## config.mk

```make
export PLATFORM = sky130hd
export DESIGN_NAME = word_loader
export DESIGN_NICKNAME = d
export VERILOG_FILES = /design/src/rtl/word_loader_pkg.sv /design/src/rtl/word_loader.sv
export SDC_FILE = /design/constraint.sdc
export NUM_CORES = 1
export LEC_CHECK = 0
export ABC_CLOCK_PERIOD_IN_PS = 4490
export BUFFER_PORTS_ARGS = -buffer_cell sky130_fd_sc_hd__buf_2
export CAP_MARGIN = 10
export CORE_ASPECT_RATIO = 0.9
export CORE_MARGIN = 2
export CORE_UTILIZATION = 45
export CTS_BUF_LIST = sky130_fd_sc_hd__clkbuf_8
export CTS_CLUSTER_SIZE = 20
export DETAILED_ROUTE_END_ITERATION = 10
export PLACE_DENSITY = 0.72
export SYNTH_ARGS = -nofsm -noshare
export SYNTH_HDL_FRONTEND = slang
export SYNTH_SLANG_ARGS = --single-unit
```

## constraint.sdc

```tcl
create_clock -name clk -period 4.49 [get_ports clk]
set_input_delay 0 -clock clk [delete_from_list [all_inputs] [get_ports clk]]
set_output_delay 0 -clock clk [all_outputs]
set_load 0.05 [all_outputs]
```

## src/rtl/word_loader_pkg.sv

```systemverilog
// word_loader_pkg
//   Shared definitions for the word loader: FSM state encoding, the
//   big-endian byte offsets within a 16-bit word, and a byte address helper.
//   Optional feature macro (consumed by word_loader): WORD_LOADER_TIMEOUT_EN.
package word_loader_pkg;

    typedef enum logic [2:0] {
        WL_IDLE     = 3'd0,
        WL_FETCH_HI = 3'd1,
        WL_WRITE_HI = 3'd2,
        WL_FETCH_LO = 3'd3,
        WL_WRITE_LO = 3'd4
    } wl_state_e;

    // Plain vector constants so the FSM register can stay a logic vector.
    localparam logic [2:0] ST_IDLE     = WL_IDLE;
    localparam logic [2:0] ST_FETCH_HI = WL_FETCH_HI;
    localparam logic [2:0] ST_WRITE_HI = WL_WRITE_HI;
    localparam logic [2:0] ST_FETCH_LO = WL_FETCH_LO;
    localparam logic [2:0] ST_WRITE_LO = WL_WRITE_LO;

    // Big-endian: upper byte at the base address, lower byte right after.
    localparam logic [15:0] BYTE_HI_OFFSET = 16'd0;
    localparam logic [15:0] BYTE_LO_OFFSET = 16'd1;

    // 16-bit address arithmetic; 0xFFFF + 1 wraps to 0x0000.
    function automatic logic [15:0] byte_addr(input logic [15:0] base,
                                              input logic [15:0] offset);
        return base + offset;
    endfunction

endpackage

```

## src/rtl/word_loader.sv

```systemverilog
// word_loader
//   Fetches a big-endian 16-bit word from a byte-wide memory (two handshaked
//   byte reads) and writes it into a register file, upper byte strobe first,
//   then lower byte strobe.
//
//   Optional feature: define WORD_LOADER_TIMEOUT_EN to abort a byte fetch
//   after TIMEOUT_CYCLES cycles without mem_ack (err pulse, back to IDLE).
//   Without the macro err is tied low and a fetch waits indefinitely.
//
//   Ports
//     clk, rst              clock, synchronous active-high reset
//     start                 load request (honoured in IDLE only)
//     mem_addr, dest_addr   word byte address / destination register index
//     mem_req, mem_raddr    byte read request and its address
//     mem_rdata, mem_ack    returned byte and its accept/valid flag
//     reg3_writeu/writel    upper/lower byte write strobes
//     reg3_addr, reg3_bus   register index and write data
//     busy, done, err       status: not idle / completion pulse / abort pulse
//
//   state    | meaning
//   ---------+-----------------------------------------------------
//   IDLE     | waiting for start
//   FETCH_HI | requesting upper byte at base address
//   WRITE_HI | one-cycle upper byte write strobe
//   FETCH_LO | requesting lower byte at base address + 1
//   WRITE_LO | one-cycle lower byte write strobe, done pulse
module word_loader
    import word_loader_pkg::*;
#(
    parameter int TIMEOUT_CYCLES = 15
) (
    input  logic        clk,
    input  logic        rst,
    input  logic        start,
    input  logic [15:0] mem_addr,
    input  logic [3:0]  dest_addr,
    output logic        mem_req,
    output logic [15:0] mem_raddr,
    input  logic [7:0]  mem_rdata,
    input  logic        mem_ack,
    output logic        reg3_writeu,
    output logic        reg3_writel,
    output logic [3:0]  reg3_addr,
    output logic [15:0] reg3_bus,
    output logic        busy,
    output logic        done,
    output logic        err
);

    if (TIMEOUT_CYCLES < 1) begin : g_bad_timeout
        $error("word_loader: TIMEOUT_CYCLES must be at least 1");
    end

    logic [2:0]  state;
    logic [15:0] base_addr;

`ifdef WORD_LOADER_TIMEOUT_EN
    // Down-counter reloaded on each FETCH entry; expiry at terminal count 0.
    localparam logic [15:0] TO_LOAD = 16'(TIMEOUT_CYCLES - 1);
    logic [15:0] to_cnt;
    logic        err_q;
    assign err = err_q;
`else
    assign err = 1'b0;
`endif

    always_ff @(posedge clk) begin
        if (rst) begin
            state     <= ST_IDLE;
            base_addr <= '0;
            mem_raddr <= '0;
            reg3_addr <= '0;
            reg3_bus  <= '0;
`ifdef WORD_LOADER_TIMEOUT_EN
            to_cnt    <= '0;
            err_q     <= 1'b0;
`endif
        end else begin
`ifdef WORD_LOADER_TIMEOUT_EN
            err_q <= 1'b0;
`endif
            case (state)
                ST_IDLE: begin
                    if (start) begin
                        base_addr <= mem_addr;
                        mem_raddr <= byte_addr(mem_addr, BYTE_HI_OFFSET);
                        reg3_addr <= dest_addr;
                        state     <= ST_FETCH_HI;
`ifdef WORD_LOADER_TIMEOUT_EN
                        to_cnt    <= TO_LOAD;
`endif
                    end
                end
                ST_FETCH_HI: begin
                    if (mem_ack) begin
                        reg3_bus[15:8] <= mem_rdata;
                        state          <= ST_WRITE_HI;
                    end
`ifdef WORD_LOADER_TIMEOUT_EN
                    else if (to_cnt == 16'd0) begin
                        err_q <= 1'b1;
                        state <= ST_IDLE;
                    end else begin
                        to_cnt <= to_cnt - 16'd1;
                    end
`endif
                end
                ST_WRITE_HI: begin
                    mem_raddr <= byte_addr(base_addr, BYTE_LO_OFFSET);
                    state     <= ST_FETCH_LO;
`ifdef WORD_LOADER_TIMEOUT_EN
                    to_cnt    <= TO_LOAD;
`endif
                end
                ST_FETCH_LO: begin
                    if (mem_ack) begin
                        reg3_bus[7:0] <= mem_rdata;
                        state         <= ST_WRITE_LO;
                    end
`ifdef WORD_LOADER_TIMEOUT_EN
                    else if (to_cnt == 16'd0) begin
                        err_q <= 1'b1;
                        state <= ST_IDLE;
                    end else begin
                        to_cnt <= to_cnt - 16'd1;
                    end
`endif
                end
                ST_WRITE_LO: begin
                    state <= ST_IDLE;
                end
                default: begin
                    state <= ST_IDLE;
                end
            endcase
        end
    end

    // Strobes decode directly from state, so they can never overlap.
    assign busy        = (state != ST_IDLE);
    assign mem_req     = (state == ST_FETCH_HI) || (state == ST_FETCH_LO);
    assign reg3_writeu = (state == ST_WRITE_HI);
    assign reg3_writel = (state == ST_WRITE_LO);
    assign done        = (state == ST_WRITE_LO);

endmodule
```

## After elaboration in Yosys (flattened, before gate mapping)

Index checks and enable logic that the tools add are counted.

- Register bits after elaboration: 55
- Bits in latches: 0
- Memory bits (writable): 0
- ROM bits: 0
- Bits of input ports: 32
- Output and inout bits: 42
- Memories kept: 0

- Add/subtract/negate cells: 1
- $mul: 0
- Div/mod/pow operators: 0
- $lt $le $gt $ge: 0
- Equality and inequality tests: 7
- Shifts and indexed selects: 0
- Multiplexer cells: 6
- Bitwise logic cells: 0
- Reductions and logical operators: 9

Operators by type and width:

| kind | count |
|---|---|
| 16-bit one-hot mux with 2 select lines | 1 |
| 16-bit by 1-bit adder with 16-bit output, second input constant | 1 |
| 16-bit 2-to-1 mux | 1 |
| 3-bit one-hot mux with 4 select lines | 1 |
| 3-bit 2-to-1 mux | 3 |
| 2-bit AND reduction | 4 |
| 3-bit by 2-bit == test with 1-bit output, second input constant | 2 |
| 2-bit inequality test, second input constant | 3 |
| 3-bit by 1-bit == test with 1-bit output, second input constant | 1 |
| 3-bit == test, second input constant | 1 |
| 3-bit zero test | 1 |
| 3-bit AND reduction | 1 |
| 3-bit nonzero test | 1 |
| 2-bit nonzero test | 1 |
| 1-bit logical OR | 1 |

## Depth between registers and ports, before layout

- Depth after elaboration: 3
- Mapped depth: 6
- Depth with buffers taken out: 5

## Least setup slack after synthesis

No wires, ideal clock.

- Kind: reg-to-output
- Start point: register state[1]
- End point: output port reg3_writel
- Arrival time: 2067 ps
- Required time: 4490 ps
- Setup slack: 2423 ps
- Stages on the path, launching flop included: 4
- Path buffers: 2
- Path through: dfxtp_1 clkbuf_1 nor3b_1 buf_4

- Longest elaborated chain between the ends: 1

RTL lines:

| element | line | RTL |
|---|---|---|
| start, declared | word_loader.sv:54 | `logic [2:0] state;` |
| start signal, assigned | word_loader.sv:69 | `state <= ST_IDLE;` |
| start signal, assigned | word_loader.sv:88 | `state <= ST_FETCH_HI;` |
| start signal, assigned | word_loader.sv:97 | `state <= ST_WRITE_HI;` |
| 3-bit == test | -- |  |
| end, declared | word_loader.sv:42 | `output logic reg3_writel,` |

No other way between the ends.

## Worst setup path after layout

- Start point: register state[0]
- End point: output port reg3_writeu

- Longest elaborated chain between the ends: 1

RTL lines:

| element | line | RTL |
|---|---|---|
| 3-bit by 2-bit == test with 1-bit output | word_loader.sv:142 | `assign reg3_writeu = (state == ST_WRITE_HI);` |
| end, declared | word_loader.sv:41 | `output logic reg3_writeu,` |

No other way between the ends.

==> flow_metrics.py <==
metrics = {
    "grt": {
        "grt_start_max_net_pins": 57,
        "gr-total-overflow": 0,
        "antenna_found_initial": 0,
        "grt_pass1_wl_mm": 9.47,
        "track_usage": 0.205,
        "grt_pass1_vias": 2067,
    },
    "placement": {
        "hpwl_mm": 3.65,
        "dpl.cell_count": 391,
        "port_buffers": 72,
        "globalplace.congestion": 0.776,
        "pre_cts_ws_ns": 2.51,
    },
    "yosys": {
        "synth_commonest_cells": "65 x nand2_1, 55 x dfxtp_1, 37 x a21oi_1, 14 x nor2_1, 12 x clkbuf_1",
        "synth_edf_count": 0,
        "yosys.area.top_type": "dfxtp_1",
        "ys.warnings.count": 0,
        "synth.most_common_cell": "nand2_1",
        "synth_area_leaders": "dfxtp_1 47%, nand2_1 10%, a21oi_1 7.8%",
        "yosysSeqAreaShare": 0.466,
        "synthArstFlopShare": 0,
        "ys.flop_type": "dfxtp_1",
        "synth_nets": 303,
        "synth_cells": 270,
        "syn_area_um2": 2360,
        "synth_cell_types": 40,
        "yosys.area.top_type_share": 0.466,
        "ys_ff_latch": 55,
        "synth.avg_cell_area_um2": 8.75,
    },
    "layout": {
        "multi_input_area_um2": 1160,
        "fillers": 481,
        "nNetsFinal": 393,
        "areaGrowthSynthToFinish_pct": 32.3,
        "final_cell_count_no_fill": 428,
        "seqCellArea_um2": 1100,
        "drive_gt1_frac": 0.266,
        "antennaDiodeCount": 0,
        "final_core_util": 0.605,
    },
    "min_path": {
        "hold_class": "primary input to flop",
        "min_path_cells": 4,
    },
    "power": {
        "p_sw_frac": 0.338,
        "power_uw": 1080,
        "power_frac_comb": 0.222,
        "ir_drop_mv": 0.169,
        "p_int_uw": 718,
        "power.density_nw_per_um2": 347,
        "leakage_uw": 0.00127,
        "pwr-share-clk": 0.274,
        "p_switching_uw": 366,
        "pwr-share-seq": 0.504,
    },
    "cts": {
        "cts.sinks": 55,
        "path_clk_slew_ns": 0.11,
        "numCtsBuffers": 5,
        "htreeDepth": 2,
        "cts_tree": "done",
        "holdBufCountCts": 29,
        "clock_path_buffers": 2,
        "cts_root_buf": "clkbuf_8",
        "clock_latency_ns": 0.32,
        "postCtsSetupBuffers": 0,
        "cts_resized": 0,
    },
    "timing": {
        "skew_ns": 0.00905,
        "min_period_over_period": 0.454,
        "fin_crit_ns": 2.04,
        "relSlewSlack": 0.244,
        "fin_ws_ns": 2.45,
        "finalSetupViolCount": 0,
        "fin_tns_setup_ns": 0,
        "slew_viol_final": 0,
        "grt_setup_unrepaired": "false",
        "worst_slew_pin_slew_ns": 1.13,
        "hold_viol": 0,
        "fmax_mhz": 491,
    },
    "drt": {
        "vias_per_cell": 5.07,
        "postRouteWirelength_mm": 5.65,
        "drt.antenna.violating_nets": 0,
        "wl_met2_mm": 2.72,
        "highest_layer": "met4",
        "num_vias": 2171,
        "drt_first_pass_iters": 4,
        "drcViolationCount": 0,
        "routedWlPerCell_um": 13.2,
        "drtIter0Drc": 126,
        "drt-met1-wl_mm": 2.60,
        "route.met3.wl_um": 244,
    },
    "die": {
        "die_x_um": 80.4,
        "dieArea_um2": 5850,
        "rows": 25,
        "core_um2": 5160,
        "start_util": 0.458,
        "io_pins": 74,
        "die_h_um": 72.7,
    },
    "worst_setup_path": {
        "critPathRequiredTime_ns": 4.49,
        "worst-endpoint-arrival_ns": 2.04,
        "r2r_cells": 3,
        "critPathKind": "flop to output pin",
        "setup.worst_path.end_class": "output pin",
        "worstPathMaxFanout": 20,
        "start_kind": "flop",
    },
    "job": {
        "maxCapViolations": 0,
    },
    "run_status": {
        "status": "finished, final reports clean",
    },
}
[sequential cells by signal, indices dropped and copies added, names as in the netlist]
signal and count:
mem_raddr 16, state 3, reg3_addr 4, base_addr 16
reg3_bus 16
[final timing paths]
| kind | startpoint | endpoint | slack, ns |
|---|---|---|---|
| setup / recovery | state[0] | reg3_writeu | 2.45 |
| hold / removal | start | reg3_addr[0] | 0.18 |
| setup reg to reg | state[0] | mem_raddr[14] | 2.53 |
| hold reg to reg | reg3_bus[6] | reg3_bus[6] | 0.46 |
[logic make-up after synthesis]
group / after synthesis / share of synthesized area
AOI/OAI and AO/OA: 63 / 0.172
buffers and inverters: 23 / 0.0450
muxes: 8 / 0.0339
adders and majority gates: 1 / 0.00530
other: 1 / 0.00159
and+or+nand+nor: 107 / 0.232
DFF: 55 / 0.466
xor gates and xnor gates: 12 / 0.0445
[metrics by stage]
| step | hold slack, ns | area (um2) |
|---|---|---|
| 6_report | 0.185 | 3120 |
| 5_1_grt | 0.191 | 3120 |
| 4_1_cts | 0.182 | 3120 |
| 3_5_place_dp | 0.250 | 2730 |
| 3_3_place_gp | 0.245 | 2730 |
| 2_1_floorplan | 0.136 | 2360 |
[power by group through the flow]
stage / registers (uW) / logic (uW) / clock network [uW]
floorplan: 619 / 102 / 0
detailed placement: 557 / 222 / 0
global route: 552 / 259 / 323
finish: 546 / 241 / 297
CTS: 546 / 241 / 305
global placement: 556 / 219 / 0
[layer usage]
layer	up-vias	track usage
met5	-	0
met4	0	0.0734
met3	8	0.0408
met2	48	0.340
met1	1004	0.268
li1	1111	-
[cell usage in the layout (no fill, tap or decap), types with 3 or more instances in the layout]
master         instances
a31oi_1                4
nand2_1               65
o21ai_0                3
nor2_1                14
a22oi_1                3
buf_2                 72
dfxtp_1               55
o22ai_1                3
clkbuf_8               5
o31a_1                 3
inv_1                  4
a221oi_2               5
xnor2_1               10
a21boi_0               3
nand3_2                3
nor4_1                 3
mux2i_1                8
dlygate4sd3_1         29
nor4_2                 4
nand3_1                3
a21oi_1               37
[final cells by class]
class,instances,share of cell area
multi-input combinational,192,0.372
clock buffer,5,0.0220
inverter,4,0.00481
tap,67,0.0268
sequential,55,0.352
timing repair buffer,102,0.211
clock inverter,3,0.0108
[worst max-delay path, cell delays in order, from the launching register on]
cell and delay (ns):
dfxtp_1 0.39, nor2_1 0.17, and2_1 0.75, buf_2 0.40
Note: power is estimated with default switching activity, not from simulation.
